`src/rtl/oddr_serial_tx_pkg.sv`:
```
// Shared types and sizing helpers for the DDR output serializer.
package oddr_serial_tx_pkg;

    typedef enum logic {
        IDLE  = 1'b0,
        SHIFT = 1'b1
    } state_e;

    localparam int WIDTH_DEFAULT = 8;
    localparam int BEATS         = WIDTH_DEFAULT / 2;

    // Beat counter width for a given word width, never narrower than one bit.
    function automatic int cnt_width(input int width);
        int beats;
        beats = width / 2;
        return (beats <= 1) ? 1 : $clog2(beats);
    endfunction

endpackage

```
`src/rtl/oddr_serial_tx_out.sv`:
```
// DDR pin cell: Q1 is retimed on the falling edge so O is a clean mux by C.
module oddr_out_cell #(
    parameter logic IDLE_LEVEL = 1'b0
) (
    input  logic C,
    input  logic CLR_N,
    input  logic Q0,
    input  logic Q1,
    output logic O
);

    logic r_q1_neg;

    always_ff @(negedge C or negedge CLR_N) begin
        if (!CLR_N) r_q1_neg <= IDLE_LEVEL;
        else        r_q1_neg <= Q1;
    end

    assign O = C ? Q0 : r_q1_neg;

endmodule

```
`src/rtl/oddr_serial_tx.sv`:
```
// Parallel-in DDR serializer: one-word holding register, 2-bit-per-beat shifter, pin cell.
//
// state | meaning
// IDLE  | no word on Q0/Q1, waiting for the holding register to fill
// SHIFT | a beat of the current word is on Q0/Q1
module oddr_serial_tx
    import oddr_serial_tx_pkg::*;
#(
    parameter int   WIDTH      = WIDTH_DEFAULT,
    parameter logic IDLE_LEVEL = 1'b0
) (
    input  logic             C,
    input  logic             CLR_N,
    input  logic             CE,
    input  logic [WIDTH-1:0] DIN,
    input  logic             DIN_VALID,
    output logic             DIN_READY,
    output logic             Q0,
    output logic             Q1,
    output logic             O,
    output logic             FRAME,
    output logic             BUSY
);

    localparam int            N_BEATS = WIDTH / 2;
    localparam int            CW      = cnt_width(WIDTH);
    localparam logic [CW-1:0] LAST    = CW'(N_BEATS - 1);

    logic [WIDTH-1:0] r_h;
    logic             r_h_full;
    logic             r_ready;
    logic [WIDTH-1:0] r_s;
    logic [CW-1:0]    r_cnt;
    state_e           r_state;
    logic             r_q0;
    logic             r_q1;
    logic             r_frame;

    logic w_accept;
    logic w_last;
    logic w_load;

    assign w_accept = CE & DIN_VALID & r_ready;
    assign w_last   = (r_cnt == LAST);
    assign w_load   = CE & r_h_full & ((r_state == IDLE) | w_last);

    // Ready never overlaps a full H, so accept and drain are exclusive.
    always_ff @(posedge C or negedge CLR_N) begin
        if (!CLR_N) begin
            r_h      <= '0;
            r_h_full <= 1'b0;
            r_ready  <= 1'b0;
        end else if (CE) begin
            if (w_accept) begin
                r_h      <= DIN;
                r_h_full <= 1'b1;
                r_ready  <= 1'b0;
            end else if (w_load) begin
                r_h_full <= 1'b0;
                r_ready  <= 1'b1;
            end else begin
                r_ready  <= ~r_h_full;
            end
        end
    end

    always_ff @(posedge C or negedge CLR_N) begin
        if (!CLR_N) begin
            r_state <= IDLE;
            r_s     <= '0;
            r_cnt   <= '0;
            r_q0    <= IDLE_LEVEL;
            r_q1    <= IDLE_LEVEL;
            r_frame <= 1'b0;
        end else if (CE) begin
            case (r_state)
                IDLE: begin
                    if (r_h_full) begin
                        r_s     <= r_h >> 2;
                        r_q0    <= r_h[0];
                        r_q1    <= r_h[1];
                        r_cnt   <= '0;
                        r_frame <= 1'b1;
                        r_state <= SHIFT;
                    end
                end
                SHIFT: begin
                    if (w_last && r_h_full) begin
                        r_s     <= r_h >> 2;
                        r_q0    <= r_h[0];
                        r_q1    <= r_h[1];
                        r_cnt   <= '0;
                    end else if (w_last) begin
                        r_q0    <= IDLE_LEVEL;
                        r_q1    <= IDLE_LEVEL;
                        r_cnt   <= '0;
                        r_frame <= 1'b0;
                        r_state <= IDLE;
                    end else begin
                        r_s     <= r_s >> 2;
                        r_q0    <= r_s[0];
                        r_q1    <= r_s[1];
                        r_cnt   <= r_cnt + 1'b1;
                    end
                end
                default: r_state <= IDLE;
            endcase
        end
    end

    assign DIN_READY = r_ready;
    assign Q0        = r_q0;
    assign Q1        = r_q1;
    assign FRAME     = r_frame;
    assign BUSY      = r_frame | r_h_full;

    oddr_out_cell #(
        .IDLE_LEVEL (IDLE_LEVEL)
    ) u_out (
        .C     (C),
        .CLR_N (CLR_N),
        .Q0    (r_q0),
        .Q1    (r_q1),
        .O     (O)
    );

endmodule
```
`config.mk`:
```
export PLATFORM = sky130hd
export DESIGN_NAME = oddr_serial_tx
export DESIGN_NICKNAME = d
export VERILOG_FILES = /design/src/rtl/oddr_serial_tx_pkg.sv /design/src/rtl/oddr_serial_tx_out.sv /design/src/rtl/oddr_serial_tx.sv
export SDC_FILE = /design/constraint.sdc
export NUM_CORES = 1
export LEC_CHECK = 0
export ABC_AREA = 1
export CORE_MARGIN = 2
export CORE_UTILIZATION = 60
export CTS_BUF_LIST = sky130_fd_sc_hd__clkbuf_8 sky130_fd_sc_hd__clkbuf_16
export DETAILED_ROUTE_END_ITERATION = 8
export DONT_BUFFER_PORTS = 1
export PLACE_DENSITY = 0.75
export SLEW_MARGIN = 20
export SYNTH_ARGS = -nofsm -noshare
export SYNTH_HDL_FRONTEND = slang
export SYNTH_SLANG_ARGS = --single-unit
```
`constraint.sdc`:
```
create_clock -name C -period 1.6 [get_ports C]
set_clock_uncertainty 0.15 [all_clocks]
set_input_delay 0.32 -clock C [delete_from_list [all_inputs] [get_ports C]]
set_output_delay 0.32 -clock C [all_outputs]
set_load 0.05 [all_outputs]
```
==> results of run 1 <==
==> flip-flops by register name (all words and copies together), names as in the netlist <==
| name | cells |
|---|---|
| r_state | 1 |
| Q0 | 1 |
| Q1 | 1 |
| r_h_full | 1 |
| r_h | 8 |
| u_out.r_q1_neg | 1 |
| r_s | 6 |
| DIN_READY | 1 |
| FRAME | 1 |
| r_cnt | 2 |
==> how the worst max path moves through the flow <==
stage               cells past startpoint            from  slack, ps  endpoint
floorplan                               1  u_out.r_q1_neg       -320         O
global placement                        1  u_out.r_q1_neg       -320         O
detailed placement                      1  u_out.r_q1_neg       -320         O
CTS                                     1  u_out.r_q1_neg       -740         O
global route                            1  u_out.r_q1_neg       -760         O
finish                                  1  u_out.r_q1_neg       -740         O
==> stage by stage <==
stage	area (µm²)	instances	hold slack, ps	setup TNS (ps)	power (mW)
finish	1330	174	147	-735	2.68
global route	1330	174	147	-758	2.87
CTS	1330	174	151	-742	2.70
detailed placement	1130	156	-125	-325	2.08
global placement	1130	156	-125	-322	2.03
floorplan	1100	130	-126	-373	1.88
==> cell usage in the layout (no fill, tap or decap) <==
cell type / synthesis / layout
dfrtp_2: 0 / 2
buf_4: 2 / 5
inv_4: 1 / 1
nand2_2: 2 / 2
o21ai_0: 10 / 10
inv_1: 13 / 14
dfrtn_1: 1 / 1
inv_2: 1 / 1
o21ai_1: 2 / 2
nor2_2: 1 / 1
mux2_4: 0 / 1
o211ai_1: 1 / 1
clkbuf_8: 0 / 6
nand3_1: 12 / 12
nand3_2: 1 / 1
nand2_1: 52 / 52
dfrtp_1: 22 / 20
nor2_4: 1 / 1
nand2_4: 2 / 2
ha_1: 2 / 2
dlygate4sd3_1: 0 / 10
or2_4: 0 / 1
a21oi_1: 1 / 1
==> layer usage <==
metal / up-vias / GRT usage, % / share of wire, % / wire (µm)
met5: - / 0 / 0 / 0
met4: 0 / 10.0 / 0.99 / 20
li1: 450 / - / - / -
met2: 20 / 35.8 / 49 / 986
met3: 3 / 8.24 / 4.5 / 91
met1: 400 / 24.9 / 46 / 923
==> final cells by class <==
class / instances / area (µm²)
flip-flops and latches: 23 / 578
multi-input cells: 89 / 439
fillers: 139 / 395
repair buffers: 15 / 138
clock buffers: 6 / 82.6
inverters: 15 / 58.8
well taps: 25 / 31.3
clock inverters: 1 / 3.75
==> where the power goes <==
part	internal, mW	leakage [nW]	switching [mW]
Combinational	0.353	0.382	0.688
Clock	0.362	0.0565	0.275
Sequential	0.829	0.289	0.172
Total	1.54	0.728	1.14
==> cell families (layout without fill, tap and decap cells) <==
family	after synthesis	count (layout)	share of synthesized area [%]
compound gates	14	14	6.64
fa+ha+maj	2	2	2.29
buf+inv	18	37	7.78
flops	23	23	52.6
mux	1	1	1.03
simple gates	72	72	29.6
==> repair_timing <==
item	4_1_cts	5_1_grt
hold buffers	10	0
resized for setup	2	0
pin swaps	1	0
endpoints found under the setup margin	2	1
setup buffers	1	0
hold endpoints to repair	34	0
==> impl_metrics.toml, run 1 <==
[synthesis]
yosys.area.top_type = "dfrtp_1"
synth_top_area_share_pct = 50.3
yosys_warnings = 0
ys_seq_area_share_pct = 52.6
synth_most_common_cell = "nand2_1"
syn_nets = 144
ys_types = 21
syn-cell-area_um2 = 1090
ys.flop_type = "dfrtp_1"
synth_edf_count = 0
synth_area_leaders = "dfrtp_1 50%, nand2_1 18%, nand3_1 5.5%, o21ai_0 4.6%, inv_1 4.5%"
synthArstFlopShare_pct = 100
synthTopCellsByCount = "52 x nand2_1, 22 x dfrtp_1, 13 x inv_1"
syn_avg_cell_area_um2 = 8.41
netlist_instances = 130
synth-seq-cells = 23

[floorplan]
rows = 15
start_util_pct = 63.3
io_pins = 18
coreArea_um2 = 1730
die_x_um = 46.7
die_h_um = 46.7
dieArea_um2 = 2180

[drt]
drc = 0
vias = 873
wl_per_cell_um = 11.6
drt-total-wl_um = 2020
drt-vias-per-instance = 5.02
drt_iter0_drc = 19
postRouteAntennaNets = 0
firstDrtPassIters = 4

[clock_network]
clk_latency_ps = 370
cts_tree = "done"
path_clk_slew_ps = 80

[worst_setup_path]
cp_num_buf_inv = 0
path_class = "register to output pin"
r2r_end = "r_s[2]"
r2r_start = "r_cnt[0]"
rrSetupSlack_ps = 90
crit_path_end_kind = "output pin"
worst_ep_required_time_ps = 1130
reg2reg_depth = 6
cp_max_fo = 1
path_cells = "mux2_4"
cpPeakStageDelay_ps = 350
cp-start-kind = "register"
slowest_stage = "mux2_4"
cp.arrival_ps = 1870
crit_family = "multiplexers"

[job]
max-cap-violations = 0

[sta]
worst_pin_slew_ps = 948
slew_violations = 0
hold_violations = 0
slew-limit-headroom_pct = 36.6
finalWorstSetupSlack_ps = -735
setup_viol = 1
rsz0062_at_grt = "true"

[hold_path]
hold_start = "CE"
whs_path_depth = 2
min_to = "r_h_full"
hp-class = "input pin to register"

[global_routing]
grt-ovfl-total = 0
grt_max_degree = 23
grt_util_all_layers_pct = 21.8
antenna_found_initial = 0
grt_pass1_wl_um = 3130
grt_pass1_vias = 791

[outcome]
status = "complete, but fails checks"
violations = "negative setup slack"

[place]
gp_congestion = 0.825
hpwl_um = 1310
pre_cts_ws_ps = -325
numPortBuffers = 0

[layout]
final_nets = 164
final_util_pct = 77.1
antennaDiodeCount = 0
synthToLayoutAreaGrowth_pct = 21.7
layout-drive-gt1-share_pct = 16.1

[power]
max-vdd-ir-drop_mv = 1.23
power_leakage_nw = 0.728
powerDensity_nw_per_um2 = 2010
(Power assumes the default switching activity.)
==> run 2: changes to the inputs <==
- CORE_MARGIN: 2 -> 5
- SETUP_SLACK_MARGIN: not set -> 0.3
==> impl_metrics.toml, run 2 (synthesized netlist as in run 1, its figures left out) <==
[floorplan]
io_pins = 18
dieArea_um2 = 2780
die_h_um = 52.7
coreArea_um2 = 1730
start_util_pct = 63.3
die_x_um = 52.7
rows = 15

[hold_path]
hp-class = "input pin to asynchronous set/reset pin"

[layout]
final_cell_mix = "48 x nand2_1, 16 x dfrtp_1, 11 x inv_1"
layout-drive-gt1-share_pct = 27.3
fillerInstances = 102
multiInputGateArea_um2 = 518
final_common_cell = "nand2_1"
synthToLayoutAreaGrowth_pct = 33.3
largest_reg_flops = 8
antennaDiodeCount = 0
regMostFlops = "r_h"
reg.largest.list = "r_h (8), r_s (6), r_cnt (2)"
regArea_um2 = 583
final_util_pct = 84.4
final_nets = 165

[power]
power_leakage_nw = 0.757
max-vdd-ir-drop_mv = 1.40
powerDensity_nw_per_um2 = 2070

[global_routing]
grt_max_degree = 23
grt_util_all_layers_pct = 22.4
grt_pass1_vias = 957
grt_pass1_wl_um = 4350
antenna_found_initial = 0
grt-ovfl-total = 0

[worst_setup_path]
path_class = "register to output pin"
cp_max_fo = 1
cpPeakStageDelay_ps = 360
cp.arrival_ps = 1910
cp-start-kind = "register"
slowest_stage = "mux2_4"
path_cells = "mux2_4"
crit_family = "multiplexers"
worst_ep_required_time_ps = 1130
cp_num_buf_inv = 0
crit_path_end_kind = "output pin"

[sta]
slew-limit-headroom_pct = 36.5
slew_violations = 0
tns_ps = -909
finalWorstSetupSlack_ps = -776
setup_viol = 2
whs_ps = 21.3
hold_violations = 0
rsz0062_at_grt = "true"
worst_pin_slew_ps = 952

[drt]
vias = 926
firstDrtPassIters = 4
drt-vias-per-instance = 5.29
drt-total-wl_um = 2520
postRouteAntennaNets = 0
wl_per_cell_um = 14.4
drc = 0
drt_iter0_drc = 23

[place]
gp_congestion = 0.784
numPortBuffers = 0
hpwl_um = 1390
pre_cts_ws_ps = -333

[job]
max-cap-violations = 0

[clock_network]
clk_latency_ps = 360
cts_tree = "done"
path_clk_slew_ps = 80

[outcome]
status = "complete, but fails checks"
violations = "negative setup slack"
## run 2: cell count changes in the layout (fill, tap and decap cells not counted), moves of 3 or more
| cell | before | now |
|---|---|---|
| buf_4 | 5 | 2 |
| buf_8 | 0 | 3 |
| dfrtp_1 | 20 | 16 |
| dfrtp_2 | 2 | 6 |
| inv_1 | 14 | 11 |
| nand2_1 | 52 | 48 |
## run 2: where the power goes
| group | internal [mW] | total [mW] | switching (mW) |
|---|---|---|---|
| Clock | 0.365 | 0.657 | 0.292 |
| Combinational | 0.482 | 1.26 | 0.773 |
| Sequential | 0.839 | 1.10 | 0.260 |
## run 2: layout make-up
type | instances | area share [%]
sequential | 23 | 40.0
multi-input combinational | 89 | 35.5
timing repair buffer | 16 | 11.9
clock buffer | 6 | 5.67
inverter | 15 | 4.38
tap | 25 | 2.15
clock inverter | 1 | 0.343
## run 2: stage by stage
step           area (µm²)  cells  power (mW)
2_1_floorplan        1110    130        1.91
5_1_grt              1460    175        3.22
3_5_place_dp         1140    156        2.11
6_report             1460    175        3.01
3_3_place_gp         1140    156        2.06
4_1_cts              1440    175        2.92
## run 2: path summary, 6_finish.rpt
| path | start | endpoint | slack, ps | cells past startpoint |
|---|---|---|---|---|
| worst max-delay path | u_out.r_q1_neg | O | -780 | 1 |
| worst min-delay path | CLR_N | r_s[0] | 20 | 1 |
| worst max register to register | Q1 | u_out.r_q1_neg | 90 | 0 |
| worst min register to register | r_s[2] | r_s[2] | 340 | 2 |
| max in group asynchronous | CLR_N | DIN_READY | 630 | 1 |
| min in group C | CE | r_h_full | 60 | 2 |
## run 2: repair_timing
action	4_1_cts	5_1_grt
pin swaps	5	1
hold buffers	10	0
setup buffers	2	0
setup endpoints to repair	20	50
hold endpoints to repair	33	0
gates cloned	0	0
resized for setup	24	6
## run 2: routing by layer
| metal | wire (µm) | GRT usage (%) |
|---|---|---|
| met1 | 986 | 25.4 |
| met2 | 1310 | 36.8 |
| met3 | 142 | 8.55 |
| met4 | 77 | 10.6 |
| met5 | 0 | 0 |
==> run 3: changes to the inputs <==
- PLACE_DENSITY: 0.75 -> 0.78
- SKIP_CTS_REPAIR_TIMING: not set -> 1
==> impl_metrics.toml, run 3 (synthesized netlist as in run 1, its figures left out) <==
[outcome]
status = "complete, but fails checks"
violations = "negative setup slack"

[worst_setup_path]
slowest_stage = "mux2_4"
crit_path_end_kind = "output pin"
path_class = "register to output pin"
crit_family = "multiplexers"
path_cells = "mux2_4"
cp.arrival_ps = 1890
worst_ep_required_time_ps = 1130
cp_num_buf_inv = 0
r2r_start = "Q1"
cp_max_fo = 1
cp-start-kind = "register"
cpPeakStageDelay_ps = 360
rrSetupSlack_ps = 90
r2r_end = "u_out.r_q1_neg"
reg2reg_depth = 0

[layout]
final_nets = 176
synthToLayoutAreaGrowth_pct = 48.9
regMostFlops = "r_h"
final_util_pct = 94.3
layout-drive-gt1-share_pct = 36.0
antennaDiodeCount = 0
fillerInstances = 55
final_cell_mix = "40 x nand2_1, 15 x dfrtp_1, 13 x inv_1"
largest_reg_flops = 8
fin_cells = 186
final_area_um2 = 1630
final_common_cell = "nand2_1"
reg.largest.list = "r_h (8), r_s (6), r_cnt (2)"

[drt]
wl_per_cell_um = 19.7
drc = 0
drt_iter0_drc = 48
postRouteAntennaNets = 0
vias = 1085
drt-total-wl_um = 3670
firstDrtPassIters = 4
drt-vias-per-instance = 5.83

[global_routing]
grt_max_degree = 24
grt_pass1_wl_um = 3440
grt_util_all_layers_pct = 18.2
antenna_found_initial = 0
grt_pass1_vias = 819
grt-ovfl-total = 0

[power]
power.total_mw = 3.56
power_leakage_nw = 0.833
max-vdd-ir-drop_mv = 1.90
powerDensity_nw_per_um2 = 2180

[place]
hpwl_um = 1330
placed_area_um2 = 1140
dpl.cell_count = 156
numPortBuffers = 0
pre_cts_ws_ps = -332
gp_congestion = 0.798

[floorplan]
die_h_um = 52.7
die_x_um = 52.7
start_util_pct = 63.3
io_pins = 18
dieArea_um2 = 2780
rows = 15
coreArea_um2 = 1730

[sta]
worst_pin_slew_ps = 212
slew_violations = 0
whs_ps = 64.7
tns_ps = -759
finalWorstSetupSlack_ps = -755
rsz0062_at_grt = "true"
setup_viol = 2
slew-limit-headroom_pct = 85.7
hold_violations = 0

[hold_path]
whs_path_depth = 3
hp-class = "input pin to register"
hold_start = "CE"
min_to = "FRAME"

[clock_network]
cts_tree = "done"
clk_latency_ps = 370
path_clk_slew_ps = 80

[job]
max-cap-violations = 0
==> run 3: cell count changes in the layout (fill, tap and decap cells not counted), sizes merged <==
cell          change
clkinv            -1
inv               +1
dlygate4sd3       +1
dlymetal6s4s      -1
buf              +11
==> run 3: how the worst max path moves through the flow <==
stage               slack (ps)           start  endpoint  cells after the start
finish                    -760  u_out.r_q1_neg         O                      1
global route              -770  u_out.r_q1_neg         O                      1
CTS                       -760  u_out.r_q1_neg         O                      1
detailed placement        -330  u_out.r_q1_neg         O                      1
global placement          -320  u_out.r_q1_neg         O                      1
floorplan                 -320  u_out.r_q1_neg         O                      1
==> run 3: layout make-up <==
type | count | area [µm²] | area share, %
Clock buffer | 6 | 82.6 | 5.07
Clock inverter | 1 | 3.75 | 0.231
Inverter | 15 | 71.3 | 4.38
Multi-Input combinational cell | 89 | 568 | 34.9
Sequential cell | 23 | 584 | 35.9
Tap cell | 25 | 31.3 | 1.92
Timing Repair Buffer | 27 | 287 | 17.6
==> run 3: layer usage <==
metal  share of wire, %  routed length, µm  up-vias  track usage (%)
met5                  0                  0        -                0
met4                4.4                160        0             12.8
met3                9.4                347       22             7.41
met2                 48               1750       73             26.9
met1                 39               1420      520             21.3
li1                   -                  -      470                -
==> run 3: power by group <==
part | internal [mW] | leakage, nW | switching [mW]
Clock | 0.363 | 0.0565 | 0.297
Combinational | 0.727 | 0.493 | 1.07
Sequential | 0.843 | 0.284 | 0.259
Total | 1.93 | 0.833 | 1.62
